--- config.mk ---
export PLATFORM = sky130hd
export DESIGN_NAME = fetch_unit_flat
export DESIGN_NICKNAME = d
export VERILOG_FILES = /design/src/rtl/fetch_if.sv /design/src/rtl/fetch_unit.sv /design/src/flat_wrapper.sv
export SDC_FILE = /design/constraint.sdc
export NUM_CORES = 1
export LEC_CHECK = 0
export ABC_AREA = 1
export ABC_CLOCK_PERIOD_IN_PS = 1500
export BUFFER_PORTS_ARGS = -buffer_cell sky130_fd_sc_hd__buf_4
export CORE_AREA = 2 2 41 58
export CTS_CLUSTER_DIAMETER = 60
export DETAILED_ROUTE_END_ITERATION = 10
export DIE_AREA = 0 0 43 60
export MAX_ROUTING_LAYER = met4
export PLACE_DENSITY = 0.79
export SLEW_MARGIN = 20
export SYNTH_ARGS = -nofsm -noshare
export SYNTH_HDL_FRONTEND = slang
export SYNTH_SLANG_ARGS = --single-unit
--- constraint.sdc ---
create_clock -name clk -period 1.5 [get_ports clk]
set_input_delay 0.3 -clock clk [delete_from_list [all_inputs] [get_ports clk]]
set_output_delay 0.3 -clock clk [all_outputs]
set_load 0.01 [all_outputs]
--- src/rtl/fetch_if.sv ---
// Fetch-unit bus bundle: PC control, program-memory read, IR issue and redirect.
// master = fetch unit side, slave = PC / memory / decoder / execute side.
interface fetch_if #(
    parameter int ADDR_W = 8,
    parameter int DATA_W = 8
);
    logic [ADDR_W-1:0]   pc_in;
    logic                pc_step;
    logic                pc_control;
    logic [ADDR_W-1:0]   pc_din;
    logic                mem_req;
    logic [ADDR_W-1:0]   mem_addr;
    logic                mem_ack;
    logic [DATA_W-1:0]   mem_rdata;
    logic                ir_valid;
    logic                ir_ready;
    logic [DATA_W/2-1:0] ir_opcode;
    logic [DATA_W/2-1:0] ir_operand;
    logic                redir_valid;
    logic [ADDR_W-1:0]   redir_target;

    modport master (
        input  pc_in,
        output pc_step, pc_control, pc_din,
        output mem_req, mem_addr,
        input  mem_ack, mem_rdata,
        output ir_valid, ir_opcode, ir_operand,
        input  ir_ready,
        input  redir_valid, redir_target
    );

    modport slave (
        output pc_in,
        input  pc_step, pc_control, pc_din,
        input  mem_req, mem_addr,
        output mem_ack, mem_rdata,
        input  ir_valid, ir_opcode, ir_operand,
        output ir_ready,
        output redir_valid, redir_target
    );
endinterface

--- src/rtl/fetch_unit.sv ---
// Instruction fetch sequencer: reads program memory at the PC, steers the PC, issues IR to decode.
//   state   | meaning
//   S_RST   | load RESET_VEC into the PC
//   S_FETCH | request the opcode byte at pc_in
//   S_TGT   | request the JMP target byte, load it into the PC
//   S_ISSUE | IR presented to the decoder until accepted
module fetch_unit #(
    parameter int                  ADDR_W    = 8,
    parameter int                  DATA_W    = 8,
    parameter logic [DATA_W/2-1:0] JMP_OP    = 'hF,
    parameter logic [ADDR_W-1:0]   RESET_VEC = '0
) (
    input logic     clk,
    input logic     rst,
    fetch_if.master bus
);
    typedef enum logic [1:0] {S_RST, S_FETCH, S_TGT, S_ISSUE} state_t;

    state_t            state_q, state_d;
    logic [DATA_W-1:0] ir_q, ir_d;
    logic              pc_step, pc_control, mem_req;
    logic [ADDR_W-1:0] pc_din;

    always_comb begin
        state_d    = state_q;
        ir_d       = ir_q;
        pc_step    = 1'b0;
        pc_control = 1'b0;
        pc_din     = '0;
        mem_req    = 1'b0;
        if (!rst) begin
            case (state_q)
                S_RST: begin
                    pc_step    = 1'b1;
                    pc_control = 1'b1;
                    pc_din     = RESET_VEC;
                    state_d    = S_FETCH;
                end
                S_FETCH: begin
                    mem_req = 1'b1;
                    if (bus.mem_ack) begin
                        ir_d    = bus.mem_rdata;
                        pc_step = 1'b1;
                        state_d = (bus.mem_rdata[DATA_W-1:DATA_W/2] == JMP_OP) ? S_TGT : S_ISSUE;
                    end
                end
                S_TGT: begin
                    mem_req = 1'b1;
                    if (bus.mem_ack) begin
                        pc_step    = 1'b1;
                        pc_control = 1'b1;
                        pc_din     = ADDR_W'(bus.mem_rdata);
                        state_d    = S_FETCH;
                    end
                end
                S_ISSUE: begin
                    if (bus.ir_ready) state_d = S_FETCH;
                end
                default: state_d = S_RST;
            endcase
            // Redirect wins over any ack this cycle; the request is withdrawn.
            if (bus.redir_valid && state_q != S_RST) begin
                mem_req    = 1'b0;
                pc_step    = 1'b1;
                pc_control = 1'b1;
                pc_din     = bus.redir_target;
                ir_d       = ir_q;
                state_d    = S_FETCH;
            end
        end
    end

    always_ff @(posedge clk) begin
        if (rst) begin
            state_q <= S_RST;
            ir_q    <= '0;
        end else begin
            state_q <= state_d;
            ir_q    <= ir_d;
        end
    end

    assign bus.pc_step    = pc_step;
    assign bus.pc_control = pc_control;
    assign bus.pc_din     = pc_din;
    assign bus.mem_req    = mem_req;
    assign bus.mem_addr   = mem_req ? bus.pc_in : '0;
    assign bus.ir_valid   = !rst && (state_q == S_ISSUE);
    assign bus.ir_opcode  = rst ? '0 : ir_q[DATA_W-1:DATA_W/2];
    assign bus.ir_operand = rst ? '0 : ir_q[DATA_W/2-1:0];
endmodule

--- src/flat_wrapper.sv ---
// flat-port wrapper written by rule: the top's interface ports become plain ports
module fetch_unit_flat 
#(
    parameter int                  ADDR_W    = 8,
    parameter int                  DATA_W    = 8,
    parameter logic [DATA_W/2-1:0] JMP_OP    = 'hF,
    parameter logic [ADDR_W-1:0]   RESET_VEC = '0
)
  (clk, rst, bus_pc_in, bus_pc_step, bus_pc_control, bus_pc_din, bus_mem_req, bus_mem_addr, bus_mem_ack, bus_mem_rdata, bus_ir_valid, bus_ir_opcode, bus_ir_operand, bus_ir_ready, bus_redir_valid, bus_redir_target);
  fetch_if #(.ADDR_W(ADDR_W), .DATA_W(DATA_W)) bus_i ();
  input logic clk;
  input logic rst;
  input wire logic [$bits(bus_i.pc_in)-1:0] bus_pc_in;
  output wire logic [$bits(bus_i.pc_step)-1:0] bus_pc_step;
  output wire logic [$bits(bus_i.pc_control)-1:0] bus_pc_control;
  output wire logic [$bits(bus_i.pc_din)-1:0] bus_pc_din;
  output wire logic [$bits(bus_i.mem_req)-1:0] bus_mem_req;
  output wire logic [$bits(bus_i.mem_addr)-1:0] bus_mem_addr;
  input wire logic [$bits(bus_i.mem_ack)-1:0] bus_mem_ack;
  input wire logic [$bits(bus_i.mem_rdata)-1:0] bus_mem_rdata;
  output wire logic [$bits(bus_i.ir_valid)-1:0] bus_ir_valid;
  output wire logic [$bits(bus_i.ir_opcode)-1:0] bus_ir_opcode;
  output wire logic [$bits(bus_i.ir_operand)-1:0] bus_ir_operand;
  input wire logic [$bits(bus_i.ir_ready)-1:0] bus_ir_ready;
  input wire logic [$bits(bus_i.redir_valid)-1:0] bus_redir_valid;
  input wire logic [$bits(bus_i.redir_target)-1:0] bus_redir_target;
  assign bus_i.pc_in = bus_pc_in;
  assign bus_pc_step = bus_i.pc_step;
  assign bus_pc_control = bus_i.pc_control;
  assign bus_pc_din = bus_i.pc_din;
  assign bus_mem_req = bus_i.mem_req;
  assign bus_mem_addr = bus_i.mem_addr;
  assign bus_i.mem_ack = bus_mem_ack;
  assign bus_i.mem_rdata = bus_mem_rdata;
  assign bus_ir_valid = bus_i.ir_valid;
  assign bus_ir_opcode = bus_i.ir_opcode;
  assign bus_ir_operand = bus_i.ir_operand;
  assign bus_i.ir_ready = bus_ir_ready;
  assign bus_i.redir_valid = bus_redir_valid;
  assign bus_i.redir_target = bus_redir_target;
  fetch_unit #(.ADDR_W(ADDR_W), .DATA_W(DATA_W), .JMP_OP(JMP_OP), .RESET_VEC(RESET_VEC)) u_core (.clk(clk), .rst(rst), .bus(bus_i));
endmodule
== Word level (Yosys, flattened, before mapping) ==
Index checks and enable logic that the tools add are counted.
Widths: inputs -> output; s select.
Operators by class
  bitwise gates (word level): 1
  reduce and logical (&&, ||, !) cells: 10
  shifts and indexed selects: 0
  divide/modulo/power cells: 0
  add/subtract/negate cells: 0
  $lt $le $gt $ge: 0
  multipliers: 0
  equal/unequal tests: 10
  multiplexer cells: 23
Operator list (count)
  $mux 8: 5
  $mux 1: 10
  $ne 3x2->1 const B: 3
  $reduce_and 3->1: 3
  $mux 4: 2
  $pmux 2 s4: 1
  $mux 2: 3
  $ne 2x2->1 const B: 3
  $eq 2x2->1 const B: 2
  $eq 4x4->1 const B: 1
  $pmux 1 s2: 2
  $reduce_or 2->1: 2
  $eq 2x1->1 const B: 1
  $logic_and 1x1->1: 2
  $logic_not 2->1: 1
  $reduce_bool 2->1: 1
  $logic_not 1->1: 1
  $not 1->1: 1
Storage, ports and cells
  memories: 0
  bits in registers: 10
  latch bits: 0
  output and inout bits: 28
  input bits: 29
  logic and storage cells: 47
  memory bits (writable): 0
  memory bits (read-only): 0

== Logic depth before layout (Yosys ltp) ==
Gate-level depths: netlist of run 1.
  depth after elaboration: 6
  mapped depth: 8

== Worst setup path after synthesis of run 1 ==
Ideal clock, no wire load.
  path kind: reg-to-output
  start: reg u_core.state_q[0]
  end: out bus_pc_step
  cell stages (with the launch flop): 8
  setup slack: 0.084 ns
  arrival: 1.116 ns
  data required time: 1.200 ns
  path buffers: 0
  cells stage by stage: dfxtp_1 inv_1 ha_1 inv_2 nand2_4 clkinv_1 nor2_1 nor2_1
Between the ends
  cells in the longest elaborated chain, start to end: 5
RTL lines
  start, declared: line fetch_unit.sv:19  | state_t state_q, state_d;
  start signal, assigned: line fetch_unit.sv:78  | state_q <= state_d;
  $eq 2x1->1 / $eq 2x2->1 (equally long branches): line fetch_unit.sv:32  | case (state_q)
  $reduce_or 2->1 (no source line)
  $pmux 1 s2: line fetch_unit.sv:32
  $mux 1 (*): line fetch_unit.sv:62  | if (bus.redir_valid && state_q != S_RST) begin
  $mux 1 (*): line fetch_unit.sv:31  | if (!rst) begin
  end, declared: line flat_wrapper.sv:14  | output wire logic [$bits(bus_i.pc_step)-1:0] bus_pc_step;
Every way passes the cells marked *; elsewhere a longest branch is shown, timed or not.

== Worst setup path in the final report of run 1 ==
  start: reg u_core.state_q[1]
  end: out bus_pc_control
Between the ends
  cells in the longest elaborated chain, start to end: 4
RTL lines
  $eq 2x2->1 (tied with other cells): line fetch_unit.sv:32
  $pmux 1 s2 / $logic_and 1x1->1 (equally long branches): line fetch_unit.sv:32, fetch_unit.sv:62
  $mux 1 (*): line fetch_unit.sv:62
  $mux 1 (*): line fetch_unit.sv:31
  end, declared: line flat_wrapper.sv:15  | output wire logic [$bits(bus_i.pc_control)-1:0] bus_pc_control;
Marked as above.

==> results of run 1 <==
[cells by family (layout without fill, tap and decap cells)]
group,count (synthesis),count (layout)
buffers and inverters,29,106
DFF,10,10
adders and majority gates,5,5
AOI/OAI and AO/OA,27,27
and+or+nand+nor,55,56
[layout make-up]
cell class | instances | area [um^2] | area share
Clock buffer | 3 | 22.5 | 0.0137
Inverter | 26 | 115 | 0.0702
Multi-Input combinational cell | 88 | 663 | 0.405
Sequential cell | 10 | 205 | 0.125
Tap cell | 22 | 27.5 | 0.0168
Timing Repair Buffer | 76 | 601 | 0.366
Timing Repair inverter | 1 | 5.00 | 0.00305
[synth_stat cells]
cell type and n:
clkinv_1 1, nand3_2 3, nor2_1 23, nand4_1 1, o21ai_2 2, a31oi_1 1, inv_2 3, dfxtp_1 10
buf_6 1, inv_1 22, o21ai_1 8, a21oi_2 2, buf_2 2, a21oi_1 8, nand3_1 9, nand2_2 1
nand2_4 1, nand2_1 17, o21ai_0 6, ha_1 5
[worst paths after layout]
path	endpoint	slack, ns	depth (start not counted)
min reg2reg	u_core.ir_q[2]	0.45	2
min	u_core.ir_q[3]	0.30	3
max reg2reg	u_core.ir_q[1]	0.03	8
max	bus_pc_control	-0.28	7
[registers in the layout, summed over array words and instances, names as in the netlist]
name	flops
u_core.ir_q	8
u_core.state_q	2
[per-stage QoR]
| stage | TNS [ns] | hold slack [ns] | total power, mW | setup slack [ns] | utilization |
|---|---|---|---|---|---|
| final | -4.30 | 0.303 | 0.967 | -0.275 | 0.780 |
| after global routing | -5.50 | 0.308 | 1.01 | -0.313 | 0.780 |
| after CTS | -3.75 | 0.307 | 0.895 | -0.208 | 0.714 |
| after detailed placement | -0.473 | 0.442 | 0.621 | -0.0511 | 0.607 |
| after global placement | 0 | 0.439 | 0.613 | 0.0178 | 0.607 |
| after floorplan | 0 | 0.372 | 0.454 | 0.0838 | - |
[worst min-delay path, cell delays in order]
cell	delay (ns)
buf_4	0.10
o21ai_2	0.06
a21oi_2	0.09
[layer usage]
metal  GRT usage  share of wire  vias up  wire length [um]
met4       0.147          0.020        0                66
met3      0.0453          0.078        9               260
li1            -              -      555                 -
met1       0.228           0.34      537              1140
met5           -              0        -                 0
met2       0.489           0.56       74              1870
[power groups by stage]
stage	Sequential [mW]	Clock, mW	Combinational, mW
floorplan	0.300	0	0.154
global placement	0.299	0	0.314
detailed placement	0.300	0	0.322
CTS	0.296	0.186	0.414
global route	0.298	0.202	0.515
finish	0.297	0.187	0.483
[placed cells by master, fill, tap and decap left out]
master	synthesis	layout
inv_1	22	19
dfxtp_4	0	1
nand3_4	0	4
a21oi_1	8	7
inv_2	3	2
buf_4	0	68
nand3_1	9	8
inv_4	0	3
dfxtp_2	0	1
a31oi_4	0	1
nand2_2	1	5
nand2_1	17	10
clkinv_2	0	1
o21ai_0	6	5
nor2_1	23	16
ha_1	5	2
nand4_1	1	1
nand2_8	0	2
a21oi_2	2	3
inv_6	0	1
nand2_4	1	2
dfxtp_1	10	8
nor2_4	0	1
clkinv_4	0	1
clkbuf_4	0	3
o21ai_2	2	9
ha_4	0	3
nand3_2	3	1
nor2_2	0	6
buf_6	1	8
o21ai_1	8	2
[repair_timing]
action,4_1_cts,5_1_grt
gates resized for setup,37,27
endpoints found under the hold margin,0,0
setup endpoints to repair,24,29
buffers inserted,7,5
cloned,2,0
pin swaps,6,15
==> summary.md, run 1 <==
| Metric | Value |
|---|---|
| CP max stage delay | 0.39 ns |
| Cells after DPL | 210 |
| Count of different cell masters after synthesis | 20 |
| Worst Skew | 0.0121 ns |
| Fin area | 1640 um^2 |
| Seq pwr share | 0.307 |
| Finish-stage setup viols | 20 |
| Root buf cell | clkbuf_4 |
| Final std cells w/o fill | 226 |
| P_leak | 0.810 nW |
| Reg2reg start | u_core.state_q[0] |
| Worst Setup SP | u_core.state_q[1] |
| Pint | 616 uW |
| Post-Syn Nets | 160 |
| Remaining Overflow, GRT | 0 |
| Final Hold Viols | 0 |
| Number of detailed-route iterations in the first pass | 4 |
| Routed WL per cell | 14.8 um |
| DIE HEIGHT | 60 um |
| Instance count of the mapped netlist | 126 |
| Adder-cell share of the synthesized area | 0.0800 |
| Status | complete, but fails checks |
| Clk network pwr share | 0.193 |
| Clock latency on the worst-skew pair | 0.27 ns |
| Layout area overhead | 110% |
| Mux share of post-synthesis cell area | 0 |
| Die ar. | 2580 um^2 |
| Worst path most repeated cell | inv_4 |
| Net Sw Power | 350 uW |
| Critical path capture point type | output port |
| Setup Crit Path Kind | reg -> out |
| Synth area leader | dfxtp_1 |
| Maxcap violations | 0 |
| Max FO, Critical Path | 5 |
| Routability cong. | 0.872 |
| Global-route wire length before repair | 4.70 mm |
| Fillers | 147 |
| Crit path DAT | 1.48 ns |
| Via Count | 1175 |
| Largest family of logic cells by synthesized area | simple AND/OR/NAND/NOR gates |
| Compound-Gate Fraction of Synth Area | 0.194 |
| Failing checks | setup timing |
| Worst path required time | 1.20 ns |
| CP max stage cell | dfxtp_4 |
| Fin crit period | 1.78 ns |
| TritonCTS Sinks | 10 |
| Worst setup margin | -0.275 ns |
| Crit-path cells | inv_4 > ha_4 > inv_4 > nand2_8 > buf_4 > a31oi_4 > buf_6 |
| RSZ-0062 raised after global routing | true |
| Initial Util | 0.372 |
| Synth area leaders | dfxtp_1 (26%), nor2_1 (11%), inv_1 (11%) |
| Hold buffer count at CTS | 0 |
| Area share of the largest cell type after synthesis | 0.256 |
| HP Start | bus_mem_rdata[3] |
| I/O Buffers | 56 |
| Slew Limit Headroom | 0.845 |
| Post-synthesis sequential area ratio | 0.256 |
| Min-delay worst type | in -> reg |
| I/O pin count | 57 |
| Power Dens Cells | 590 nW/um^2 |
| Htree depth | 1 |
| Core outline area | 2100 um^2 |
| Combinational share of power | 0.499 |
| Startpoint Class | flop |
| Die width | 43 um |
| Xor/xnor cell area share of the yosys netlist | 0 |
| Antenna Cells | 0 |
| DP HPWL | 1.96 mm |
| Buffers & Inverters on Critical Path | 4 |
| Row cnt | 20 |
| Area after DPL | 1280 um^2 |
| Mapped Area | 782 um^2 |
| Initial DRC Count | 30 |
| Worst slew pin tran | 0.232 ns |
| Switching fraction of total power | 0.363 |
| Mean Syn Cell Area | 6.21 um^2 |
| Total GRT Usage | 0.254 |
| Initial antenna violation count | 0 |
| Share of layout cells above drive strength 1 | 0.618 |
| Inserted Clock Buffers | 3 |
| Warnings from Yosys | 0 |
| Post-synthesis simple-gate area fraction | 0.318 |
| Peak Freq | 563 MHz |
| Vias in the first global route | 1103 |
| VDD IR max | 0.435 mV |
| Clock buffer depth | 2 |
| Top cell family by delay on the critical path | buffers and inverters |
| DRC Markers | 0 |
| Worst-path clk slew | 0.07 ns |
| Layout Nets | 240 |
| Final ANT Viol Nets | 0 |
| Routed WL | 3.34 mm |
| Vias per cell | 5.20 |
| Slew Limit Fails | 0 |
| Final period utilization | 1.18 |
| Flops & latches, synth | 10 |
| CTS tree | built |
| Largest net degree at the start of global routing | 17 |
Power figures use the tool's default switching activity.
==> run 2, diff against run 1 <==
--- a/config.mk
+++ b/config.mk
@@ -9,12 +9,13 @@
 export ABC_CLOCK_PERIOD_IN_PS = 1500
 export BUFFER_PORTS_ARGS = -buffer_cell sky130_fd_sc_hd__buf_4
 export CORE_AREA = 2 2 41 58
+export CTS_BUF_LIST = sky130_fd_sc_hd__clkbuf_16
 export CTS_CLUSTER_DIAMETER = 60
 export DETAILED_ROUTE_END_ITERATION = 10
 export DIE_AREA = 0 0 43 60
 export MAX_ROUTING_LAYER = met4
 export PLACE_DENSITY = 0.79
-export SLEW_MARGIN = 20
+export RECOVER_POWER = 25
 export SYNTH_ARGS = -nofsm -noshare
 export SYNTH_HDL_FRONTEND = slang
 export SYNTH_SLANG_ARGS = --single-unit
==> run 2 against run 1 <==
  * The run still ends with setup timing left
  * Non-clock buffer count fell by 9
  * Fmax grew 3.5%
  * Via count fell by 6.0%
  * Critical path depth unchanged
  * Routed wire length is 14% lower
  * Clock power grew to 2.5 times the previous value
  * Power increased by 21%
  * Critical endpoint unchanged
==> summary.md, run 2 (synthesis results as in run 1) <==
| Metric | Value |
|---|---|
| Crit-path cells | inv_4 > ha_4 > inv_4 > nand2_8 > buf_6 > a31oi_1 > buf_4 |
| Failing checks | setup timing |
| Crit Reg-Reg Endpoint | u_core.ir_q[6] |
| Peak Freq | 583 MHz (+3.5%) |
| Status | complete, but fails checks |
| Worst path required time | 1.20 ns (about the same) |
| Worst hold path depth | 3 (unchanged) |
| Row cnt | 20 (unchanged) |
| Antenna Cells | 0 (unchanged) |
| Die ar. | 2580 um^2 (unchanged) |
| Most frequent cells in the layout | buf_4 (61), inv_1 (20), nor2_1 (17) |
| Routed WL | 2.85 mm (-14%) |
| Inserted Clock Buffers | 3 (unchanged) |
| Worst Setup SP | u_core.state_q[1] |
| Critical path capture point type | output port |
| Largest net degree at the start of global routing | 17 (unchanged) |
| Worst path most repeated cell | inv_4 |
| DIE HEIGHT | 60 um (unchanged) |
| Routed WL per cell | 13.2 um (-10%) |
| Startpoint Class | flop |
| DRC Markers | 0 (unchanged) |
| CTS tree | built |
| VDD IR max | 0.409 mV (-5.9%) |
| Via Count | 1105 (-6.0%) |
| Htree depth | 1 (unchanged) |
| Initial Util | 0.372 (unchanged) |
| Core outline area | 2100 um^2 (unchanged) |
| Util after Layout | 0.714 (-0.0661) |
| I/O pin count | 57 (unchanged) |
| Layout area overhead | 91.8% |
| Root buf cell | clkbuf_16 |
| Clock latency on the worst-skew pair | 0.24 ns (-0.03 ns) |
| Vias per cell | 5.12 (-1.6%) |
| Top flop regs | u_core.ir_q x8, u_core.state_q x2 |
| Most common cell after layout, fill and taps aside | buf_4 |
| Fin crit period | 1.72 ns (-0.0598 ns) |
| Max FO, Critical Path | 4 (-1) |
| Min-delay worst type | in -> reg |
| Routability cong. | 0.872 (unchanged) |
| Slew Limit Headroom | 0.783 (-0.0615) |
| Layout Nets | 230 (-4.2%) |
| Number of detailed-route iterations in the first pass | 5 (+1) |
| Tot Pwr | 1.17 mW (+21%) |
| I/O Buffers | 56 (unchanged) |
| Initial antenna violation count | 0 (unchanged) |
| Reg2reg start | u_core.state_q[1] |
| Final Hold Viols | 0 (unchanged) |
| Maxcap violations | 0 (unchanged) |
| P_leak | 0.742 nW (-8.5%) |
| Clock buffer depth | 2 (unchanged) |
| Remaining Overflow, GRT | 0 (unchanged) |
| DP HPWL | 1.96 mm (unchanged) |
| Worst R2R Setup Slack | -0.03 ns (-0.06 ns) |
| RSZ-0062 raised after global routing | true |
| Setup Crit Path Kind | reg -> out |
| R2r worst-path depth | 7 (-1) |
| Worst-path clk slew | 0.04 ns (-0.03 ns) |
| Most flops, register | u_core.ir_q |
| Total GRT Usage | 0.222 (-0.0328) |
| Initial DRC Count | 37 (+23%) |
| Die width | 43 um (unchanged) |
| Max reg flops | 8 (unchanged) |
| CP max stage cell | dfxtp_4 |
| Share of layout cells above drive strength 1 | 0.515 (-0.102) |
| Crit path DAT | 1.42 ns (-0.06 ns) |
| CP max stage delay | 0.38 ns (about the same) |
| Hold buffer count at CTS | 0 (unchanged) |
| Slew Limit Fails | 0 (unchanged) |
| Worst setup path end | bus_pc_control |
| Final ANT Viol Nets | 0 (unchanged) |
| Worst setup margin | -0.216 ns (+0.0598 ns) |
| Power Dens Cells | 780 nW/um^2 (+32%) |
| Finish-stage setup viols | 25 (+25%) |
| Global-route wire length before repair | 4.22 mm (-10%) |
| Final period utilization | 1.14 (-0.0399) |
| TritonCTS Sinks | 10 (unchanged) |
| Vias in the first global route | 994 (-9.9%) |
| Worst slew pin tran | 0.324 ns (+0.0923 ns) |
| Worst Skew | 0.00406 ns (-0.00805 ns) |
run 2: how the worst min path moves through the flow:
| stage | endpoint | slack, ns | startpoint |
|---|---|---|---|
| after floorplan | u_core.state_q[0] | 0.37 | rst |
| after global placement | u_core.ir_q[6] | 0.44 | u_core.ir_q[6] |
| after detailed placement | u_core.ir_q[2] | 0.44 | u_core.ir_q[2] |
| after CTS | u_core.ir_q[3] | 0.34 | bus_mem_rdata[3] |
| after global routing | u_core.ir_q[3] | 0.35 | bus_mem_rdata[3] |
| final | u_core.ir_q[3] | 0.34 | bus_mem_rdata[3] |
run 2: what timing repair did:
action / in CTS / in global routing
setup buffers: 2 / 0
hold endpoints to repair: 0 / 0
pin swaps: 6 / 10
endpoints found under the setup margin: 24 / 28
gates resized for setup: 22 / 12
cloned: 1 / 0
run 2: worst max-delay path, delay by kind of cell, from the launching register on:
kind            cells  cell delay, ns
flops               1            0.38
simple gates        1            0.07
fa+ha+maj           1            0.16
compound gates      1            0.17
buf+inv             4            0.39
run 2: final cells by class:
| cell class | count | area [um^2] |
|---|---|---|
| fill | 180 | 602 |
| timing repair buffer | 67 | 512 |
| multi-input combinational | 88 | 573 |
| clock buffer | 3 | 75.1 |
| sequential | 10 | 205 |
| inverter | 26 | 108 |
| tap | 22 | 27.5 |
run 2: metal layers:
layer | wire length, um | vias up | GRT usage
li1 | - | 534 | -
met2 | 1570 | 68 | 0.429
met3 | 249 | 9 | 0.0332
met5 | 0 | - | -
met4 | 78 | 0 | 0.0996
met1 | 960 | 494 | 0.212
run 2: power breakdown:
part | switching [mW] | internal [mW]
Combinational | 0.205 | 0.197
Clock | 0.122 | 0.346
Sequential | 0.0106 | 0.288
Total | 0.338 | 0.831
run 2: stage by stage:
step	hold WS (ns)	setup slack, ns	setup TNS [ns]	area [um^2]	instances
floorplan	0.372	0.0838	0	782	126
global placement	0.439	0.0178	0	1280	210
detailed placement	0.442	-0.0511	-0.473	1280	210
CTS	0.340	-0.173	-3.07	1450	216
global route	0.349	-0.256	-5.29	1500	216
finish	0.336	-0.216	-3.38	1500	216
==> run 3, diff against run 2 <==
--- a/config.mk
+++ b/config.mk
@@ -6,7 +6,7 @@
 export NUM_CORES = 1
 export LEC_CHECK = 0
 export ABC_AREA = 1
-export ABC_CLOCK_PERIOD_IN_PS = 1500
+export ABC_CLOCK_PERIOD_IN_PS = 1900
 export BUFFER_PORTS_ARGS = -buffer_cell sky130_fd_sc_hd__buf_4
 export CORE_AREA = 2 2 41 58
 export CTS_BUF_LIST = sky130_fd_sc_hd__clkbuf_16
==> constraint.sdc (replaced) <==
create_clock -name clk -period 1.9 [get_ports clk]
set_input_delay 0.38 -clock clk [delete_from_list [all_inputs] [get_ports clk]]
set_output_delay 0.38 -clock clk [all_outputs]
set_load 0.01 [all_outputs]
==> run 3 against run 2 <==
  * The run now ends clean
  * Global-route usage down 1.7 points
  * Clock-buffer cell count unchanged
  * Via count down 4.8%
  * Combinational power down 37%
  * Final area down 12%
  * Largest power group unchanged
  * Highest routed layer unchanged
==> summary.md, run 3 (synthesis results as in run 1) <==
| Metric | Value |
|---|---|
| Worst Skew | 0.00405 ns (-0.0000147 ns) |
| Initial antenna violation count | 0 (unchanged) |
| Final ANT Viol Nets | 0 (unchanged) |
| Power Dens Cells | 662 nW/um^2 (-15%) |
| DRC Markers | 0 (unchanged) |
| Die width | 43 um (unchanged) |
| Fillers | 196 (+8.9%) |
| Max reg flops | 8 (unchanged) |
| Maxcap violations | 0 (unchanged) |
| Critical path capture point type | output port |
| Finish-stage setup viols | 0 (-100%) |
| Row cnt | 20 (unchanged) |
| Initial DRC Count | 40 (+8.1%) |
| Vias in the first global route | 970 (-2.4%) |
| I/O Buffers | 56 (unchanged) |
| Total GRT Usage | 0.204 (-0.0172) |
| Share of layout cells above drive strength 1 | 0.395 (-0.121) |
| Vias per cell | 5.08 (-0.66%) |
| Peak Freq | 548 MHz |
| Initial Util | 0.372 (unchanged) |
| Routability cong. | 0.831 (-4.7%) |
| Layout Nets | 220 (-4.3%) |
| Worst-path clk slew | 0.04 ns (about the same) |
| Core outline area | 2100 um^2 (unchanged) |
| Min-delay worst type | in -> reg |
| Slew Limit Fails | 0 (unchanged) |
| Via Count | 1052 (-4.8%) |
| Clock buffer depth | 2 (unchanged) |
| Status | completed |
| TritonCTS Sinks | 10 (unchanged) |
| Htree depth | 1 (unchanged) |
| Clock latency on the worst-skew pair | 0.24 ns (about the same) |
| Root buf cell | clkbuf_16 |
| Final period utilization | 0.961 |
| Worst R2R Setup Slack | 0.43 ns (+0.46 ns) |
| Setup Crit Path Kind | reg -> out |
| Slew Limit Headroom | 0.779 (-0.00476) |
| Setup TNS | 0 ns (+3.38 ns) |
| Inserted Clock Buffers | 3 (unchanged) |
| Largest net degree at the start of global routing | 17 (unchanged) |
| Global-route wire length before repair | 3.89 mm (-7.7%) |
| Worst slew pin tran | 0.332 ns (+0.00713 ns) |
| Final Hold Viols | 0 (unchanged) |
| Die ar. | 2580 um^2 (unchanged) |
| Routed WL | 2.49 mm (-13%) |
| Post-CTS setup buffers | 0 (-2) |
| Layout area overhead | 68.5% |
| Crit path DAT | 1.45 ns (+0.03 ns) |
| Max FO, Critical Path | 8 (+4) |
| CTS tree | built |
| Startpoint Class | flop |
| Sequential cell area | 203 um^2 (-1.2%) |
| P_leak | 0.657 nW (-11%) |
| Most flops, register | u_core.ir_q |
| Number of detailed-route iterations in the first pass | 4 (-1) |
| DP HPWL | 1.90 mm (-3.2%) |
| Remaining Overflow, GRT | 0 (unchanged) |
| Routed WL per cell | 12.0 um (-8.9%) |
| Most common cell after layout, fill and taps aside | buf_4 |
| Multi-input logic area | 500 um^2 (-13%) |
| Top flop regs | u_core.ir_q x8, u_core.state_q x2 |
| DIE HEIGHT | 60 um (unchanged) |
| Hold WS | 0.417 ns (+0.0817 ns) |
| Most frequent cells in the layout | buf_4 (49), nor2_1 (23), inv_1 (20) |
| I/O pin count | 57 (unchanged) |
| VDD IR max | 0.317 mV (-22%) |
| Fin crit period | 1.83 ns |
| Worst path required time | 1.52 ns (+0.32 ns) |
| Antenna Cells | 0 (unchanged) |
| RSZ-0062 raised after global routing | false |
## run 3: metal layers
layer	global-route usage	up-vias	wire length [um]
met5	-	-	0
met4	0.108	0	61
met3	0.0453	9	251
met2	0.377	62	1310
met1	0.196	469	870
li1	-	512	-
## run 3: path summary, 6_finish.rpt
path                                         from  depth (start not counted)              to
worst max-delay path            u_core.state_q[0]                          7   bus_pc_din[2]
worst min-delay path             bus_mem_rdata[3]                          3  u_core.ir_q[3]
worst min register to register     u_core.ir_q[2]                          2  u_core.ir_q[2]
worst max register to register  u_core.state_q[0]                          7  u_core.ir_q[6]
## run 3: report_power, final
part	internal (mW)	switching [mW]
Combinational	0.116	0.137
Sequential	0.228	0.00846
Clock	0.277	0.105
## run 3: layout make-up
class | instances | share of cell area
multi-input cells | 87 | 0.380
repair buffers | 57 | 0.302
flip-flops and latches | 10 | 0.154
inverters | 26 | 0.0798
clock buffers | 3 | 0.0570
well taps | 22 | 0.0209
repair inverters | 1 | 0.00380
clock inverters | 1 | 0.00285
## run 3: timing repair
| item | 4_1_cts | 5_1_grt |
|---|---|---|
| pin swaps | 0 | 1 |
| hold buffers | 0 | 0 |
| setup endpoints to repair | 10 | 19 |
| cloned | 0 | 1 |
| gates resized for setup | 3 | 12 |
## run 3: metrics by stage
step	std cells	total power [mW]	cell area, um^2	worst slack, ns	util
after detailed placement	202	0.473	1220	0.155	0.579
final	207	0.872	1320	0.0744	0.627
after CTS	206	0.862	1300	0.00359	0.618
after global placement	202	0.467	1220	0.241	0.579
after floorplan	126	0.359	782	0.404	-
after global routing	207	0.912	1320	0.00909	0.627
## run 3: worst max-delay path: stages, from the launching register on
cell,delay (ns)
dfxtp_2,0.34
inv_2,0.09
ha_2,0.20
nand2_1,0.09
inv_2,0.13
nand2_1,0.06
o21ai_1,0.15
buf_4,0.14
